--- src/rtl/div_unit_if.sv ---
// Divide handshake bundle between the hazard/EX side and the divider.
// master drives the request; slave answers with result/ready.
interface div_unit_if #(
    parameter int WIDTH = 32
);
    logic               signed_div;
    logic [WIDTH-1:0]   opdata1;
    logic [WIDTH-1:0]   opdata2;
    logic               start;
    logic               annul;
    logic [2*WIDTH-1:0] result;
    logic               ready;

    modport master (
        output signed_div, opdata1, opdata2, start, annul,
        input  result, ready
    );

    modport slave (
        input  signed_div, opdata1, opdata2, start, annul,
        output result, ready
    );
endinterface

--- src/rtl/div_unit.sv ---
// Multi-cycle radix-2 restoring divider, result = {remainder, quotient}.
// Optional early-out for |dividend| < |divisor| under DIV_FASTPATH_EN.
module div_unit #(
    parameter int WIDTH = 32
) (
    input  logic clk,
    input  logic rst,
    div_unit_if.slave bus
);
    localparam int CW = $clog2(WIDTH);
    localparam logic [CW-1:0] LAST = CW'(WIDTH - 1);

    typedef enum logic [1:0] {IDLE, BUSY, ZERO, DONE} state_t;

    state_t             state;
    state_t             state_n;
    logic [WIDTH-1:0]   rem;
    logic [WIDTH-1:0]   quo;
    logic [WIDTH-1:0]   dsr;
    logic [CW-1:0]      cnt;
    logic               sign_q;
    logic               sign_r;
    logic [2*WIDTH-1:0] res;

    logic             neg1;
    logic             neg2;
    logic [WIDTH-1:0] mag1;
    logic [WIDTH-1:0] mag2;
    logic             fast;
    logic [WIDTH:0]   shf;
    logic [WIDTH:0]   diff;
    logic             qbit;
    logic [WIDTH-1:0] rem_n;
    logic [WIDTH-1:0] quo_n;
    logic [WIDTH-1:0] q_fix;
    logic [WIDTH-1:0] r_fix;
    logic [WIDTH-1:0] fr_fix;

    assign neg1 = bus.signed_div & bus.opdata1[WIDTH-1];
    assign neg2 = bus.signed_div & bus.opdata2[WIDTH-1];
    assign mag1 = neg1 ? -bus.opdata1 : bus.opdata1;
    assign mag2 = neg2 ? -bus.opdata2 : bus.opdata2;

`ifdef DIV_FASTPATH_EN
    assign fast = (mag1 < mag2);
`else
    assign fast = 1'b0;
`endif

    // One restoring step: the borrow bit of the WIDTH+1 subtract decides.
    assign shf   = {rem, quo[WIDTH-1]};
    assign diff  = shf - {1'b0, dsr};
    assign qbit  = ~diff[WIDTH];
    assign rem_n = qbit ? diff[WIDTH-1:0] : shf[WIDTH-1:0];
    assign quo_n = {quo[WIDTH-2:0], qbit};

    assign q_fix  = sign_q ? -quo_n : quo_n;
    assign r_fix  = sign_r ? -rem_n : rem_n;
    assign fr_fix = neg1 ? -mag1 : mag1;

    // State register.
    always_ff @(posedge clk or negedge rst) begin
        if (!rst) state <= IDLE;
        else      state <= state_n;
    end

    // Next state; annul overrides everything, including start.
    always_comb begin
        state_n = state;
        if (bus.annul) begin
            state_n = IDLE;
        end else begin
            unique case (state)
                IDLE: begin
                    if (bus.start) begin
                        if (bus.opdata2 == '0) state_n = ZERO;
                        else if (fast)         state_n = DONE;
                        else                   state_n = BUSY;
                    end
                end
                BUSY:    if (cnt == LAST) state_n = DONE;
                ZERO:    state_n = DONE;
                DONE:    state_n = IDLE;
                default: state_n = IDLE;
            endcase
        end
    end

    // Outputs: one-cycle ready pulse in DONE, registered result.
    always_comb begin
        bus.ready  = (state == DONE);
        bus.result = res;
    end

    // Operand capture, iteration datapath and result capture on DONE entry.
    always_ff @(posedge clk or negedge rst) begin
        if (!rst) begin
            rem    <= '0;
            quo    <= '0;
            dsr    <= '0;
            cnt    <= '0;
            sign_q <= 1'b0;
            sign_r <= 1'b0;
            res    <= '0;
        end else begin
            if (state == IDLE && bus.start && !bus.annul) begin
                rem    <= '0;
                quo    <= mag1;
                dsr    <= mag2;
                cnt    <= '0;
                sign_q <= neg1 ^ neg2;
                sign_r <= neg1;
            end else if (state == BUSY) begin
                rem <= rem_n;
                quo <= quo_n;
                cnt <= cnt + 1'b1;
            end
            if (state_n == DONE) begin
                if (state == BUSY)      res <= {r_fix, q_fix};
                else if (state == ZERO) res <= '0;
                else                    res <= {fr_fix, {WIDTH{1'b0}}};
            end
        end
    end
endmodule

--- src/flat_wrapper.sv ---
// flat-port wrapper written by rule: the top's interface ports become plain ports
module div_unit_flat 
#(
    parameter int WIDTH = 32
)
  (clk, rst, bus_signed_div, bus_opdata1, bus_opdata2, bus_start, bus_annul, bus_result, bus_ready);
  div_unit_if #(.WIDTH(WIDTH)) bus_i ();
  input  logic clk;
  input  logic rst;
  input wire logic [$bits(bus_i.signed_div)-1:0] bus_signed_div;
  input wire logic [$bits(bus_i.opdata1)-1:0] bus_opdata1;
  input wire logic [$bits(bus_i.opdata2)-1:0] bus_opdata2;
  input wire logic [$bits(bus_i.start)-1:0] bus_start;
  input wire logic [$bits(bus_i.annul)-1:0] bus_annul;
  output wire logic [$bits(bus_i.result)-1:0] bus_result;
  output wire logic [$bits(bus_i.ready)-1:0] bus_ready;
  assign bus_i.signed_div = bus_signed_div;
  assign bus_i.opdata1 = bus_opdata1;
  assign bus_i.opdata2 = bus_opdata2;
  assign bus_i.start = bus_start;
  assign bus_i.annul = bus_annul;
  assign bus_result = bus_i.result;
  assign bus_ready = bus_i.ready;
  div_unit #(.WIDTH(WIDTH)) u_core (.clk(clk), .rst(rst), .bus(bus_i));
endmodule
--- config.mk ---
export PLATFORM = sky130hd
export DESIGN_NAME = div_unit_flat
export DESIGN_NICKNAME = d
export VERILOG_FILES = /design/src/rtl/div_unit_if.sv /design/src/rtl/div_unit.sv /design/src/flat_wrapper.sv
export SDC_FILE = /design/constraint.sdc
export NUM_CORES = 1
export LEC_CHECK = 0
export ABC_AREA = 1
export CORE_MARGIN = 2
export CORE_UTILIZATION = 54
export CTS_CLUSTER_DIAMETER = 30
export DETAILED_ROUTE_END_ITERATION = 10
export GPL_ROUTABILITY_DRIVEN = 1
export HOLD_SLACK_MARGIN = 0.05
export PLACE_DENSITY = 0.9
export SYNTH_ARGS = -nofsm -noshare
export SYNTH_HDL_FRONTEND = slang
export SYNTH_SLANG_ARGS = --single-unit
--- constraint.sdc ---
create_clock -name clk -period 4.12 [get_ports clk]
set_input_delay 0.412 -clock clk [delete_from_list [all_inputs] [get_ports clk]]
set_output_delay 0.412 -clock clk [all_outputs]
set_load 0.03 [all_outputs]
== Yosys cells after proc, flatten, opt, wreduce, memory -nomap -nowiden ==
Cells that the tools add are included.

* Input bits: 69
* Register bits: 169
* Output and inout bits: 65

* Add/subtract/negate cells: 7
* Multiplexer cells: 19
* Bitwise operators: 4
* Reduce and logical (&&, ||, !) cells: 6
* Eq/ne operators: 5

{| class="wikitable"
|+ Operators with widths
! operator !! count
|-
| 32-bit two-way mux || 10
|-
| 32-bit negation || 5
|-
| 64-bit two-way mux || 2
|-
| 33-bit by 32-bit subtractor with 33-bit output || 1
|-
| 32-bit logical NOT || 1
|-
| 5-bit two-way mux || 2
|-
| 2-bit two-way mux || 4
|-
| 2-bit case mux with 4 select lines || 1
|-
| 2-bit equality test (second input constant) || 3
|-
| 5-bit by 1-bit adder with 5-bit output (second input constant) || 1
|-
| 5-bit equality test (second input constant) || 1
|-
| 1-bit bitwise AND || 2
|-
| 2-bit by 1-bit equality test with 1-bit output (second input constant) || 1
|-
| 1-bit logical AND || 2
|-
| 2-bit logical NOT || 1
|-
| 2-bit nonzero test || 1
|-
| 1-bit logical NOT || 1
|-
| 1-bit inverter || 1
|-
| 1-bit bitwise XOR || 1
|}

== Depth between registers and ports, before layout ==
Gate-level depths: netlist of the first run.

* Word-level depth: 6
* Gate-level depth with buffers: 29
* Depth with buffers taken out: 27

== Worst setup path before layout of the first run ==
Ideal clock, no wire load.

* Path type: reg-to-reg
* Start point: register u_core.quo[31]
* End point: register u_core.res[28], in the netlist u_core.bus.result[28]
* Path buffers: 2
* Cell stages (with the launch flop): 29
* Setup slack: 13 ps
* Period minus slack after synthesis: 4107 ps
* Data required time: 3991 ps
* Arrival: 3978 ps
* Path through: dfrtp_1 inv_1 ha_1 inv_1 fa_1 nand3_1 nand3_2 nand2_1 nand2_2 nand2_1 nand2_2 nand2_4 nand3_2 nand2_4 buf_6 buf_4 ha_1 nand3_1 nor3_1 inv_1 nor3_1 nand4_1 o21ai_1 o21ai_0 nor2_1 o21a_1 o21ai_1 xor2_1 o21ai_1

* Cells in the longest elaborated chain, start to end: 5

{| class="wikitable"
|+ Ends and longest elaborated chain
! item !! RTL line !! text
|-
| start: declaration || div_unit.sv:18 || <nowiki>logic [WIDTH-1:0] quo;</nowiki>
|-
| start signal: assignment || div_unit.sv:108 || <nowiki>quo <= mag1;</nowiki>
|-
| start signal: assignment || div_unit.sv:115 || <nowiki>quo <= quo_n;</nowiki>
|-
| 33-bit by 32-bit subtractor with 33-bit output || div_unit.sv:52 || <nowiki>assign diff = shf - {1'b0, dsr};</nowiki>
|-
| 1-bit inverter || div_unit.sv:53 || <nowiki>assign qbit = ~diff[WIDTH];</nowiki>
|-
| 32-bit negation || div_unit.sv:57 || <nowiki>assign q_fix = sign_q ? -quo_n : quo_n;</nowiki>
|-
| 32-bit two-way mux || div_unit.sv:57 ||
|-
| 64-bit two-way mux || div_unit.sv:119 || <nowiki>if (state == BUSY) res <= {r_fix, q_fix};</nowiki>
|-
| end signal: assignment || div_unit.sv:119 ||
|-
| end signal: assignment || div_unit.sv:121 || <nowiki>else res <= {fr_fix, {WIDTH{1'b0}}};</nowiki>
|-
| end: declaration || div_unit.sv:23 || <nowiki>logic [2*WIDTH-1:0] res;</nowiki>
|}

Every way passes these cells.
A chain may end at the register's enable or synchronous reset.

== Worst setup path after layout of the first run ==
* Start point: register u_core.quo[31]
* End point: register u_core.res[22], in the netlist u_core.bus.result[22]

Same word-level chain as after synthesis.

==> run metrics, run 1 <==
critical path launch point type register; WL per Instance 17.9 um; synthesized area per cell 6.26 um^2; core footprint 0.0267 mm^2; clock tree from TritonCTS built; top library cells by usage in the layout, fill and taps aside nand2_1 (728), inv_1 (322), nor2_1 (238); result of the run finished, final reports clean; asr flop ratio synth 1.00; count of endpoints failing setup in the final report 0; EDFF count, synth 0; Layout Utilization 0.637; met2 Usage GRT 0.531; post-synthesis instance total 2320; Layout Cells excl Fill 2807; overall power after layout 16.7 mW; reported leakage power 8.49 nW; total detailed-routing wirelength 50200 um; met3 Track Usage GR 0.0931; # fillers 2402; Max Slew Vio Count 0; max-cap viol count 0; largest fanout of any net on the critical path 4; data required time at the worst endpoint 4.41 ns; number of placement rows 60; Most Used Layer, Global Route met2; Die Outline Area 0.0282 mm^2; final critical path time including I/O delays and setup 3.96 ns; Post-Syn Nets 2433; I/O Pins 134; fraction of layout instances using a drive strength above 1 0.0693; GRT Overall Usage 0.357; number of remaining DRC errors 0; Detailed Routing Iterations Pass 1 6; critical path class reg -> reg; source-to-sink clock delay at the later pin of the worst-skew pair 0.45 ns; largest buffer count on any clock path 2; antenna diode count 0; number of antenna violations at the first check in global routing 0; register area share after synthesis 0.291; depth of the CTS H-tree 4; Tightest Hold Check Type reg -> reg; Setup Slack @ Placement 0.0664 ns; count of distinct cell types in the synthesized netlist 52; most instantiated flip-flop cell in the synthesis netlist dfrtp_1; initial cell density of the core 0.545; Post-Synthesis Cell Area 0.0145 mm^2; Cell Pwr Density 982 mW/mm^2; via count of the first global-routing pass 15200; accumulated negative setup slack 0 ns; ratio of final minimum period to clock period 0.962; Worst Tran Pin Value 1.14 ns; violation count after the first detailed-routing iteration 1770; worst-path cell with the longest stage delay dfrtp_1; Yosys Warn Count 0; arrival time of data at the critical path endpoint 4.26 ns; vertical die dimension 168 um; total via count in the routed design 16300; final layout net count 2566; ANT nets after route 0; global-route wire length before repair 79600 um; M1 GR Usage 0.514; combined area of the multi-input logic cells 0.00873 mm^2; relative slew slack 0.241; Reg clk slew, reported paths 0.08 ns; Seq cells post-synth 169; placed instance count 2770; mean number of vias per cell 5.80; largest net degree at the start of global routing 79; area overhead of the layout relative to synthesis 16.9%; horizontal die dimension 168 um; clock buffers created by TritonCTS 17; maximum frequency from static timing analysis 252 MHz; # port buffers 133; worst clock skew 0.0151 ns; type of element capturing the critical path register; FF/Latch Area 0.00423 mm^2; Final Hold Fails 0; most common library cell in the layout ignoring fill and taps nand2_1; dpl hpwl 39100 um; root cell of the clock tree clkbuf_16; Congestion Overflow GR 0; gpl congestion 0.985; worst IR drop on VDD 0.677 mV; delay of the slowest critical-path stage 0.37 ns; Clock Sink Count 169; setup ws final 0.157 ns
flip-flops by register name (all words and copies together) (netlist names):
signal             cells
u_core.quo            32
u_core.cnt             5
u_core.dsr            32
u_core.rem            32
u_core.bus.result     64
u_core.sign_q          1
u_core.state           2
u_core.sign_r          1
where the power goes:
part           switching, mW  leakage [nW]  total [mW]  internal [mW]
clock network          0.850         0.289        1.67          0.823
logic                   8.12          6.06        12.0           3.88
registers              0.580          2.14        2.98           2.40
total                   9.55          8.49        16.7           7.11
final cells by class:
class,count,share of cell area
Clock inverter,15,0.0107
Timing Repair Buffer,181,0.100
Sequential cell,169,0.249
Multi-Input combinational cell,1745,0.514
Tap cell,341,0.0251
Clock buffer,17,0.0251
Inverter,339,0.0751
path summary, 6_finish.rpt:
path,start,endpoint,slack [ns],cells after the start
max,u_core.quo[31],u_core.bus.result[22],0.16,26
min,u_core.cnt[3],u_core.cnt[3],0.48,1
max reg2reg,u_core.quo[31],u_core.bus.result[22],0.16,26
min reg2reg,u_core.cnt[3],u_core.cnt[3],0.48,1
max in group asynchronous,rst,u_core.rem[18],2.54,3
min in group asynchronous,rst,u_core.dsr[14],0.58,2
stage by stage:
stage	cell area (um^2)	hold slack (ns)
floorplan	14500	0.116
global placement	16300	0.460
detailed placement	16300	0.466
CTS	16900	0.478
global route	17000	0.495
finish	17000	0.484
worst max-delay path, delay by kind of cell (launching register included):
family | cells | cell delay, ns
flops | 1 | 0.37
compound gates | 3 | 0.47
fa+ha+maj | 3 | 0.72
simple gates | 14 | 1.61
xor+xnor | 1 | 0.17
buf+inv | 5 | 0.44
Yosys cell counts, drive strengths merged (10+ instances only):
| cell type | count | area [um^2] |
|---|---|---|
| nand2 | 762 | 2980 |
| inv | 333 | 1250 |
| nor2 | 255 | 1000 |
| nand3 | 173 | 893 |
| dfrtp | 169 | 4230 |
| o21ai | 147 | 751 |
| a21oi | 78 | 420 |
| xor2 | 61 | 542 |
| clkbuf | 46 | 173 |
| ha | 43 | 538 |
| nand4 | 39 | 250 |
| nor3 | 34 | 170 |
| o221ai | 32 | 280 |
| o22ai | 29 | 181 |
| buf | 21 | 155 |
| a31oi | 19 | 119 |
| xnor2 | 19 | 166 |
| nand3b | 10 | 75.1 |
cells by family (layout without fill, tap and decap cells):
kind of cell	after synthesis	after routing	synth area share
compound gates	329	329	0.134
xor+xnor	80	80	0.0488
fa+ha+maj	44	44	0.0384
buf+inv	406	552	0.110
flops	169	169	0.291
simple gates	1292	1292	0.378
repair_timing:
| item | in CTS | in global routing |
|---|---|---|
| endpoints found under the hold margin | 36 | 0 |
| setup endpoints to repair | 3 | 19 |
| hold buffers | 1 | 0 |
| cloned | 0 | 0 |
| pin swaps | 1 | 4 |
| buffers inserted | 0 | 4 |
| gates resized for setup | 2 | 10 |
routing by layer:
layer / share of wire / wire length (um) / vias up
li1: - / - / 7722
met1: 0.44 / 22000 / 7537
met2: 0.42 / 21200 / 909
met3: 0.11 / 5750 / 109
met4: 0.025 / 1280 / 0
met5: 0 / 0 / -
No activity file was read; power rests on OpenSTA's default activity.
==> inputs of run 2 (changes only) <==
Settings changed: RECOVER_POWER set to 25.
==> run 2 against run 1 <==
  * The run now ends with max-capacitance violations, max-slew violations left
  * Critical path type unchanged
  * Fmax grew 0.65%
  * Sequential power is essentially flat
  * Highest routed layer unchanged
  * Clock skew is essentially flat
  * Utilization is essentially flat
==> run metrics, run 2 (synthesis results as in run 1) <==
number of antenna violations at the first check in global routing 0; Tightest Hold Check Type reg -> reg; WL per Instance 17.9 um; clock tree from TritonCTS built; critical path class reg -> reg; I/O Pins 134; Layout Cell Area excl Fill 0.0170 mm^2; total via count in the routed design 16300; vertical die dimension 168 um; Worst Tran Pin Value 2.08 ns; antenna diode count 0; critical path launch point type register; total placed instance area 0.0163 mm^2; global-route wire length before repair 79600 um; largest buffer count on any clock path 2; count of endpoints failing setup in the final report 0; most common library cell in the layout ignoring fill and taps nand2_1; depth of the CTS H-tree 4; max-cap viol count 1; maximum frequency from static timing analysis 254 MHz; worst setup path startpoint u_core.quo[31]; Die Outline Area 0.0282 mm^2; # fillers 2402; violation count after the first detailed-routing iteration 1759; relative slew slack -0.384; Final Hold Fails 0; ratio of final minimum period to clock period 0.956; worst IR drop on VDD 0.676 mV; Layout Utilization 0.636; type of element capturing the critical path register; Congestion Overflow GR 0; # port buffers 133; number of flip-flops under the largest register name 64; horizontal die dimension 168 um; number of remaining DRC errors 0; via count of the first global-routing pass 15200; worst hold path startpoint u_core.cnt[3]; largest fanout of any net on the critical path 4; Cell Pwr Density 982 mW/mm^2; gpl congestion 0.985; core footprint 0.0267 mm^2; total detailed-routing wirelength 50100 um; number of placement rows 60; ANT nets after route 0; clock buffers created by TritonCTS 17; largest net degree at the start of global routing 79; number of cells on the worst reg-to-reg path 26; data required time at the worst endpoint 4.42 ns; GRT Overall Usage 0.357; arrival time of data at the critical path endpoint 4.23 ns; reported leakage power 8.48 nW; Clock Sink Count 169; number of cells on the worst hold path 1; worst clock skew 0.0150 ns; placed instance count 2770; initial cell density of the core 0.545; source-to-sink clock delay at the later pin of the worst-skew pair 0.45 ns; dpl hpwl 39100 um; violated checks max-capacitance violations, max-slew violations; result of the run finished, violations left; final critical path time including I/O delays and setup 3.94 ns; area overhead of the layout relative to synthesis 16.8%; Max Slew Vio Count 79; mean number of vias per cell 5.81; Detailed Routing Iterations Pass 1 7; Layout Cells excl Fill 2807; worst flop-to-flop path startpoint u_core.quo[31]; final layout net count 2566; root cell of the clock tree clkbuf_16; Reg clk slew, reported paths 0.08 ns; fraction of layout instances using a drive strength above 1 0.0693; top library cells by usage in the layout, fill and taps aside nand2_1 (728), inv_1 (322), nor2_1 (238)
## run 2: cell count changes in the layout (fill, tap and decap cells not counted), sizes merged
cell,delta
buf,-2
clkbuf,+2
## run 2: area by class of cell
class                   count  area [um^2]  share of cell area
clock buffers              17          425              0.0251
clock inverters            15          181              0.0107
inverters                 339         1270              0.0751
multi-input cells        1745         8730               0.515
flip-flops and latches    169         4230               0.249
well taps                 341          427              0.0252
repair buffers            181         1690              0.0999
## run 2: final timing paths
path,to,slack (ns)
setup reg to reg,u_core.bus.result[22],0.18
max in group asynchronous,u_core.bus.result[55],1.36
hold reg to reg,u_core.cnt[3],0.48
min in group asynchronous,u_core.dsr[12],1.10
hold / removal,u_core.cnt[3],0.48
setup / recovery,u_core.bus.result[22],0.18
## run 2: metrics by stage
| stage | total power [mW] | hold slack [ns] | setup TNS, ns | setup slack, ns |
|---|---|---|---|---|
| floorplan | 11.2 | 0.116 | 0 | 0.0127 |
| global placement | 14.3 | 0.460 | 0 | 0.174 |
| detailed placement | 14.5 | 0.466 | 0 | 0.0664 |
| CTS | 16.3 | 0.478 | 0 | 0.0270 |
| global route | 18.0 | 0.495 | -0.175 | -0.125 |
| finish | 16.6 | 0.484 | 0 | 0.183 |
## run 2: repair_timing
item,CTS,global route
hold buffers,1,0
pin swaps,1,4
gates resized for setup,2,10
hold endpoints to repair,36,0
setup buffers,0,4
setup endpoints to repair,3,19
## run 2: routing by layer
| metal | up-vias | track usage | share of wire |
|---|---|---|---|
| met5 | - | 0 | 0 |
| met4 | 0 | 0.0987 | 0.025 |
| met3 | 110 | 0.0931 | 0.12 |
| met2 | 946 | 0.531 | 0.42 |
| met1 | 7551 | 0.514 | 0.44 |
| li1 | 7714 | - | - |
## run 2: where the power goes
group / switching [mW] / internal, mW
clock: 0.849 / 0.823
sequential: 0.579 / 2.40
combinational: 8.11 / 3.88
## run 2: worst max-delay path: stages, from the launching register on
cell and delay [ns]:
dfrtp_1 0.37, inv_2 0.07, ha_2 0.18, inv_1 0.06, fa_2 0.37, nand3_1 0.10, nand3_2 0.08, nand2_1 0.08
nand2_2 0.09, nand2_1 0.09, nand2_2 0.08, nand2_4 0.11, nand3_2 0.11, nand2_4 0.11, ha_1 0.17, nand3_1 0.12
nor3_2 0.12, inv_1 0.08, nor3_2 0.18, nand4_1 0.17, o21ai_2 0.23, o21ai_2 0.10, nor2_2 0.15, buf_4 0.13
buf_4 0.10, xor2_1 0.17, o21ai_0 0.14
